### config.mk
export PLATFORM = sky130hd
export DESIGN_NAME = ppu_bg_tile_shifter_flat
export DESIGN_NICKNAME = d
export VERILOG_FILES = /design/src/rtl/ppu_bg_tile_shifter_if.sv /design/src/rtl/ppu_bg_tile_shifter.sv /design/src/flat_wrapper.sv
export SDC_FILE = /design/constraint.sdc
export NUM_CORES = 1
export LEC_CHECK = 0
export CAP_MARGIN = 20
export CORE_UTILIZATION = 55
export DETAILED_ROUTE_END_ITERATION = 10
export GPL_TIMING_DRIVEN = 0
export PLACE_DENSITY_LB_ADDON = 0.08
export SYNTH_ARGS = -nofsm -noshare
export SYNTH_HDL_FRONTEND = slang
export SYNTH_SLANG_ARGS = --single-unit
### constraint.sdc
create_clock -name clk -period 2.3 [get_ports clk]
set_input_delay 0.23 -clock clk [delete_from_list [all_inputs] [get_ports clk]]
set_output_delay 0.23 -clock clk [all_outputs]
set_load 0.02 [all_outputs]
### src/rtl/ppu_bg_tile_shifter_if.sv
// rtl/ppu_bg_tile_shifter_if.sv - control/data bundle between tile fetch logic and the bg pixel shifter
interface ppu_bg_tile_shifter_if #(
  parameter int TILE_W    = 8,
  parameter int PLANES    = 2,
  parameter int ATTR_BITS = 2
);
  localparam int FINE_W = $clog2(TILE_W);

  logic                     i_shift_en;
  logic                     i_stage_en;
  logic [PLANES*TILE_W-1:0] i_pat_in;
  logic [ATTR_BITS-1:0]     i_attr_in;
  logic                     i_load_en;
  logic                     i_auto_reload;
  logic                     i_phase_clr;
  logic [FINE_W-1:0]        i_fine_x;
  logic [PLANES-1:0]        o_pixel_out;
  logic [ATTR_BITS-1:0]     o_palette_out;
  logic [FINE_W-1:0]        o_phase;
  logic                     o_reload_pulse;

  modport master (
    output i_shift_en, i_stage_en, i_pat_in, i_attr_in, i_load_en,
           i_auto_reload, i_phase_clr, i_fine_x,
    input  o_pixel_out, o_palette_out, o_phase, o_reload_pulse
  );

  modport slave (
    input  i_shift_en, i_stage_en, i_pat_in, i_attr_in, i_load_en,
           i_auto_reload, i_phase_clr, i_fine_x,
    output o_pixel_out, o_palette_out, o_phase, o_reload_pulse
  );
endinterface

### src/rtl/ppu_bg_tile_shifter.sv
// rtl/ppu_bg_tile_shifter.sv - background pattern/attribute shifter with staging buffer
// and phase-driven auto reload; pixel picked by fine-X scroll.
module ppu_bg_tile_shifter #(
  parameter int TILE_W    = 8,
  parameter int PLANES    = 2,
  parameter int ATTR_BITS = 2
) (
  input  logic                   clk,
  input  logic                   reset,
  ppu_bg_tile_shifter_if.slave   bus
);
  localparam int FINE_W = $clog2(TILE_W);

  logic [2*TILE_W-1:0]      r_pat_sr [PLANES];
  logic [TILE_W-1:0]        r_attr_sr [ATTR_BITS];
  logic [PLANES*TILE_W-1:0] r_stg_pat;
  logic [ATTR_BITS-1:0]     r_stg_attr;
  logic [ATTR_BITS-1:0]     r_attr_latch;
  logic [FINE_W-1:0]        r_phase;
  logic                     r_reload_pulse;

  logic                     w_reload;
  logic [FINE_W:0]          w_pat_idx;
  logic [FINE_W-1:0]        w_attr_idx;

  assign w_reload = bus.i_load_en |
                    (bus.i_auto_reload & bus.i_shift_en & (r_phase == FINE_W'(TILE_W - 1)));

  // TILE_W is a power of two, so (2W-1)-fx == {1,~fx} and (W-1)-fx == ~fx.
  assign w_pat_idx  = {1'b1, ~bus.i_fine_x};
  assign w_attr_idx = ~bus.i_fine_x;

  always_ff @(posedge clk or posedge reset) begin
    if (reset) begin
      for (int p = 0; p < PLANES; p++) r_pat_sr[p] <= '0;
      for (int a = 0; a < ATTR_BITS; a++) r_attr_sr[a] <= '0;
      r_stg_pat      <= '0;
      r_stg_attr     <= '0;
      r_attr_latch   <= '0;
      r_phase        <= '0;
      r_reload_pulse <= 1'b0;
    end else begin
      if (bus.i_stage_en) begin
        r_stg_pat  <= bus.i_pat_in;
        r_stg_attr <= bus.i_attr_in;
      end

      for (int p = 0; p < PLANES; p++) begin
        if (bus.i_shift_en && w_reload)
          r_pat_sr[p] <= {r_pat_sr[p][2*TILE_W-2:TILE_W-1], r_stg_pat[p*TILE_W +: TILE_W]};
        else if (w_reload)
          r_pat_sr[p] <= {r_pat_sr[p][2*TILE_W-1:TILE_W], r_stg_pat[p*TILE_W +: TILE_W]};
        else if (bus.i_shift_en)
          r_pat_sr[p] <= {r_pat_sr[p][2*TILE_W-2:0], 1'b0};
      end

      // Attribute regs are fed serially from the latch as it stood before this edge's reload.
      for (int a = 0; a < ATTR_BITS; a++) begin
        if (bus.i_shift_en)
          r_attr_sr[a] <= {r_attr_sr[a][TILE_W-2:0], r_attr_latch[a]};
      end
      if (w_reload) r_attr_latch <= r_stg_attr;

      if (bus.i_phase_clr)     r_phase <= '0;
      else if (bus.i_shift_en) r_phase <= r_phase + 1'b1;

      r_reload_pulse <= w_reload;
    end
  end

  always_comb begin
    bus.o_pixel_out   = '0;
    bus.o_palette_out = '0;
    for (int p = 0; p < PLANES; p++) bus.o_pixel_out[p] = r_pat_sr[p][w_pat_idx];
    for (int a = 0; a < ATTR_BITS; a++) bus.o_palette_out[a] = r_attr_sr[a][w_attr_idx];
  end

  assign bus.o_phase        = r_phase;
  assign bus.o_reload_pulse = r_reload_pulse;
endmodule

### src/flat_wrapper.sv
// flat-port wrapper written by rule: the top's interface ports become plain ports
module ppu_bg_tile_shifter_flat 
#(
  parameter int TILE_W    = 8,
  parameter int PLANES    = 2,
  parameter int ATTR_BITS = 2
)
  (clk, reset, bus_i_shift_en, bus_i_stage_en, bus_i_pat_in, bus_i_attr_in, bus_i_load_en, bus_i_auto_reload, bus_i_phase_clr, bus_i_fine_x, bus_o_pixel_out, bus_o_palette_out, bus_o_phase, bus_o_reload_pulse);
  ppu_bg_tile_shifter_if #(.TILE_W(TILE_W), .PLANES(PLANES), .ATTR_BITS(ATTR_BITS)) bus_i ();
  input  logic clk;
  input  logic reset;
  input wire logic [$bits(bus_i.i_shift_en)-1:0] bus_i_shift_en;
  input wire logic [$bits(bus_i.i_stage_en)-1:0] bus_i_stage_en;
  input wire logic [$bits(bus_i.i_pat_in)-1:0] bus_i_pat_in;
  input wire logic [$bits(bus_i.i_attr_in)-1:0] bus_i_attr_in;
  input wire logic [$bits(bus_i.i_load_en)-1:0] bus_i_load_en;
  input wire logic [$bits(bus_i.i_auto_reload)-1:0] bus_i_auto_reload;
  input wire logic [$bits(bus_i.i_phase_clr)-1:0] bus_i_phase_clr;
  input wire logic [$bits(bus_i.i_fine_x)-1:0] bus_i_fine_x;
  output wire logic [$bits(bus_i.o_pixel_out)-1:0] bus_o_pixel_out;
  output wire logic [$bits(bus_i.o_palette_out)-1:0] bus_o_palette_out;
  output wire logic [$bits(bus_i.o_phase)-1:0] bus_o_phase;
  output wire logic [$bits(bus_i.o_reload_pulse)-1:0] bus_o_reload_pulse;
  assign bus_i.i_shift_en = bus_i_shift_en;
  assign bus_i.i_stage_en = bus_i_stage_en;
  assign bus_i.i_pat_in = bus_i_pat_in;
  assign bus_i.i_attr_in = bus_i_attr_in;
  assign bus_i.i_load_en = bus_i_load_en;
  assign bus_i.i_auto_reload = bus_i_auto_reload;
  assign bus_i.i_phase_clr = bus_i_phase_clr;
  assign bus_i.i_fine_x = bus_i_fine_x;
  assign bus_o_pixel_out = bus_i.o_pixel_out;
  assign bus_o_palette_out = bus_i.o_palette_out;
  assign bus_o_phase = bus_i.o_phase;
  assign bus_o_reload_pulse = bus_i.o_reload_pulse;
  ppu_bg_tile_shifter #(.TILE_W(TILE_W), .PLANES(PLANES), .ATTR_BITS(ATTR_BITS)) u_core (.clk(clk), .reset(reset), .bus(bus_i));
endmodule
==> metrics.txt, run 1 <==
Sink Count around 70; row cnt 27; vias per cell 5.36; Final setup viols 0; critical path arrival around 1.8 ns; top cell type's share of synthesized area a little under three fifths; syn_nets between 200 and 250; initial antenna violation count 0; post-CTS setup buffer count 0; count leader, synth mux2_2; Leak approximately 0.0017 uW; fin util between 60% and 70%; RSZ-0062 raised after global routing false; wire per inst ~16 microns; Die H about 78 microns; Worst Setup Start Kind register; synth unique cells 15; count of input and output buffers 31; Post-DP HPWL about 3.6 mm; Core Area 5510 sq um; r2r worst-path depth 5; Gate Count Post-Synth 190; Synthesis Warnings 0; final period utilization around nine tenths; CTS-repair resized insts 1; max-cap viol count 0; cell area after synthesis 3150 sq um; min-delay worst type in -> async; Iter 0 DRT Violations 94; die width approximately 80 microns; largest area contributor in the netlist dfrtp_1; power per standard cell area roughly 900 nW/um^2; Critical Path RT around 2.1 ns; H-tree depth 3; gr usage total between 10% and 20%; cts hold-fix bufs 0; Vias roughly 1,700; top cells by area, synth dfrtp_1 (57%), mux2_2 (30%), mux4_1 (6.7%); ranking of synthesized cells by instance count mux2_2 (84), dfrtp_1 (72), mux4_1 (8); Max Clk Rate roughly 480 MHz; maximum vdd ir drop approximately 0.00046 V; Initial Utilization a little under three fifths; synthesis-to-finish area growth 19.5%; final wirelength a little over 5 mm; drt pass-1 iters 2; worst-margin pin slew about 0.6 ns; syn avg cell area roughly 17 sq um; hold_ws 0.283 ns; CP Capture Type output pin; Yosys reg bits 72; ys async rst share 100%; crit-path max FO 3; Nets about 260; Rel. slew slack around three fifths; skew final about 0.01 ns; filler instances about 390; total CTS buffers 9; GRT overflow 0; CTS Buffer Depth 2; Post-synth EDFFs 0; most common flop cell mapped by yosys dfrtp_1; Fin. Hold Viols 0; Die ar. around 6000 sq um; Period minus WS final slightly above 2 ns; layout cell share with drive strength beyond 1 about 47%; antenna cells 0; outcome finished, final reports clean; first-pass GRT wire length about 8.8 mm; largest net degree at the start of global routing 45; DRT antenna net count 0; worst skew pair latency between 0.3 and 0.4 ns; final slew viol count 0; vias in the first global route 1,815; final routed DRC violation total 0; Setup Crit Path Kind reg -> out; clock root buffer clkbuf_8; IO Pins 36; sequential share of the synthesized area approximately 57%; Final GP Congestion between 0.7 and 0.8; Worst-path clk slew around 0.08 ns; TritonCTS clock tree yes
[routing by layer]
layer | vias up | GRT usage, % | wire length, microns
met4 | 0 | 8.11 | 74
met5 | - | 0 | 0
li1 | 780 | - | -
met1 | 849 | 25.4 | 2240
met3 | 8 | 5.65 | 179
met2 | 26 | 31.1 | 2540
[power breakdown]
part           switching, uW  internal [uW]  total, uW
Sequential               178           1560       1740
Combinational            234            470        704
Clock                    453            495        948
Total                    865           2530       3390
[area by class of cell]
type                       instances  area (sq um)  share of cell area [%]
timing repair buffer              32           337                    8.93
sequential                        72          1800                    47.8
clock inverter                     6          60.1                    1.59
multi-input combinational        105          1270                    33.8
tap                               72          90.1                    2.39
buffer                            11          72.6                    1.93
clock buffer                      10           128                    3.39
inverter                           2          7.51                   0.199
[path summary, 6_finish.rpt]
check / from / end / slack, ns
setup / recovery: u_core.r_pat_sr[11] / bus_o_pixel_out[1] / 0.23
hold / removal: reset / u_core.r_stg_pat[7] / 0.28
setup reg to reg: u_core.bus.o_phase[0] / u_core.r_pat_sr[17] / 0.38
hold reg to reg: u_core.r_stg_pat[0] / u_core.r_pat_sr[16] / 0.47
max in group asynchronous: reset / u_core.r_attr_sr[11] / 1.37
min in group clk: bus_i_stage_en / u_core.r_stg_pat[14] / 0.32
[stage by stage]
step	TNS, ns	instance area (sq um)	setup WS [ns]	power, uW	cells
final	0	3770	0.230	3390	310
after detailed placement	0	3570	0.301	2490	294
after global placement	-53.81	3550	-0.750	2430	293
after CTS	0	3760	0.00835	3430	310
after global routing	0	3770	0.174	3590	310
after floorplan	0	3150	0.245	2240	190
[cell families (layout without fill, tap and decap cells)]
kind of cell | after synthesis | after routing | synth area share, %
AOI/OAI and AO/OA | 3 | 3 | 1.15
buffers and inverters | 13 | 61 | 2.54
muxes | 94 | 94 | 37.3
and+or+nand+nor | 5 | 5 | 0.833
xor gates and xnor gates | 1 | 1 | 0.278
adders and majority gates | 2 | 2 | 0.793
DFF | 72 | 72 | 57.1
[flip-flops by register name (all words and copies together), names as in the netlist]
register                   cells
u_core.bus.o_phase             3
u_core.r_attr_sr              16
u_core.r_pat_sr               32
u_core.r_attr_latch            2
u_core.bus.o_reload_pulse      1
u_core.r_stg_attr              2
u_core.r_stg_pat              16
[layout by cell type, fill, tap and decap left out, drive strengths merged]
cell type,Yosys,routed
nor2,3,3
clkbuf,1,11
mux2,84,84
clkinvlp,0,2
inv,2,2
clkdlybuf4s50,0,27
dlymetal6s2s,0,3
xnor2,1,1
clkinv,0,3
nor3b,2,2
ha,2,2
bufinv,0,1
buf,10,11
mux2i,2,2
a31oi,1,1
a21o,2,2
mux4,8,8
dlygate4sd2,0,1
dfrtp,72,72
[worst max-delay path, cell delays in order, from the launching register on]
cell and delay [ns]:
dfrtp_1 0.40, mux4_1 0.50, mux2_2 0.28, dlygate4sd2_1 0.32
(Power assumes the default switching activity.)
==> run 2, diff against run 1 <==
--- a/config.mk
+++ b/config.mk
@@ -5,6 +5,7 @@
 export SDC_FILE = /design/constraint.sdc
 export NUM_CORES = 1
 export LEC_CHECK = 0
+export ABC_CLOCK_PERIOD_IN_PS = 2300
 export CAP_MARGIN = 20
 export CORE_UTILIZATION = 55
 export DETAILED_ROUTE_END_ITERATION = 10
==> results of run 2 <==
Final layout, timing and power as in run 1 (identical DEF).
==> run 3, diff against run 2 <==
--- a/config.mk
+++ b/config.mk
@@ -10,7 +10,7 @@
 export CORE_UTILIZATION = 55
 export DETAILED_ROUTE_END_ITERATION = 10
 export GPL_TIMING_DRIVEN = 0
-export PLACE_DENSITY_LB_ADDON = 0.08
+export PLACE_DENSITY = 0.77
 export SYNTH_ARGS = -nofsm -noshare
 export SYNTH_HDL_FRONTEND = slang
 export SYNTH_SLANG_ARGS = --single-unit
==> metrics.txt, run 3 (synthesized netlist as in run 1, its figures left out) <==
outcome finished, final reports clean; drt pass-1 iters 4; Leak between 0.0015 and 0.002 uW; layout cell share with drive strength beyond 1 47.1%; row cnt 27; vias per cell 5.42; antenna cells 0; largest net degree at the start of global routing 45; crit-path max FO 3; gr usage total approximately 21%; IO Pins 36; total CTS buffers 9; worst-margin pin slew between 0.6 and 0.7 ns; Final Instance Area between 3000 and 4000 sq um; first-pass GRT wire length slightly above 9 mm; final slew viol count 0; CTS-repair resized insts 1; Slowest-stage cell, CP mux4_1; Iter 0 DRT Violations 42; Fin. Hold Viols 0; r2r endpoint u_core.r_pat_sr[5]; CP cell instances mux4_1 -> mux2_2 -> dlygate4sd2_1; Die ar. between 6000 and 7000 sq um; Tot Pwr roughly 3400 uW; worst skew pair latency about 0.35 ns; vias in the first global route 1,910; reg2reg setup slack 0.39 ns; Initial Utilization a little under three fifths; Worst-path clk slew approximately 0.070 ns; Core Area roughly 5500 sq um; RSZ-0062 raised after global routing false; initial antenna violation count 0; power per standard cell area about 900 nW/um^2; Sink Count 72; max reg flops 32; maximum vdd ir drop 0.000565 V; min-delay worst type in -> async; critical path arrival around 1.9 ns; count of input and output buffers 31; final std cells w/o fill 310; max-cap viol count 0; RR Startpoint u_core.bus.o_phase[0]; r2r worst-path depth 5; final wirelength approximately 5.1 mm; most flop-heavy register u_core.r_pat_sr; CP Capture Type output pin; Die H slightly below 80 microns; filler instances 375; post-CTS setup buffer count 0; delay-heaviest family, CP multiplexers; final routed DRC violation total 0; commonest non-fill, non-tap cell in the layout mux2_2; Nets about 260; CTS Buffer Depth 2; Max Clk Rate between 400 and 500 MHz; cts hold-fix bufs 0; clock root buffer clkbuf_8; Final GP Congestion approximately 0.72; Vias 1,681; die width slightly below 80 microns; synthesis-to-finish area growth 19.5%; Critical Path RT 2.07 ns; critical path buffer and inverter count 1; Post-DP Area around 3600 sq um; wire per inst 16.4 microns; DRT antenna net count 0; Post-DP HPWL about 3.7 mm; Total Negative Setup Slacks 0 ns; Rel. slew slack around three fifths; Setup Crit Path Kind reg -> out; largest registers u_core.r_pat_sr (32), u_core.r_attr_sr (16), u_core.r_stg_pat (16); H-tree depth 3; crit-path max cell delay 0.51 ns; skew final 0.00905 ns; GRT overflow 0; final period utilization 90.5%; commonest non-fill, non-tap cells in the layout mux2_2 (84), dfrtp_1 (72), clkdlybuf4s50_1 (27), clkbuf_8 (9), mux4_1 (8); Worst Setup Start Kind register; TritonCTS clock tree yes; Period minus WS final about 2.1 ns; dpl cells approximately 300; Final setup viols 0
-- run 3: layout make-up --
type                       count  area [sq um]  share of cell area, %
multi-input combinational    105          1270                   33.8
sequential                    72          1800                   47.8
buffer                        11          72.6                   1.93
inverter                       2          7.51                  0.199
clock buffer                  10           128                   3.39
timing repair buffer          32           337                   8.93
tap                           72          90.1                   2.39
clock inverter                 6          60.1                   1.59
-- run 3: stage by stage --
| stage | hold slack [ns] | utilization [%] | setup WS, ns |
|---|---|---|---|
| floorplan | 0.296 | - | 0.245 |
| global placement | 0.462 | 64.6 | -0.747 |
| detailed placement | 0.475 | 64.9 | 0.338 |
| CTS | 0.274 | 68.3 | 0.00278 |
| global route | 0.297 | 68.4 | 0.140 |
| finish | 0.267 | 68.4 | 0.219 |
-- run 3: worst max-delay path by stage --
stage	startpoint	cells past startpoint	end	slack, ns
after floorplan	reset	1	u_core.bus.o_phase[0]	0.25
after global placement	reset	2	u_core.r_pat_sr[3]	-0.75
after detailed placement	bus_i_fine_x[2]	4	bus_o_pixel_out[1]	0.34
after CTS	u_core.r_pat_sr[30]	3	bus_o_pixel_out[0]	0.003
after global routing	u_core.r_pat_sr[12]	3	bus_o_pixel_out[1]	0.14
final	u_core.r_pat_sr[12]	3	bus_o_pixel_out[1]	0.22
-- run 3: where the power goes --
part / switching [uW] / internal [uW]
combinational: 240 / 471
clock: 449 / 494
sequential: 182 / 1560
-- run 3: layer usage --
| metal | share of wire [%] | GRT usage [%] | wire, microns |
|---|---|---|---|
| met1 | 41 | 23.5 | 2110 |
| met2 | 53 | 35.6 | 2700 |
| met3 | 4.1 | 8.00 | 210 |
| met4 | 1.5 | 6.79 | 76 |
| met5 | 0 | 0 | 0 |
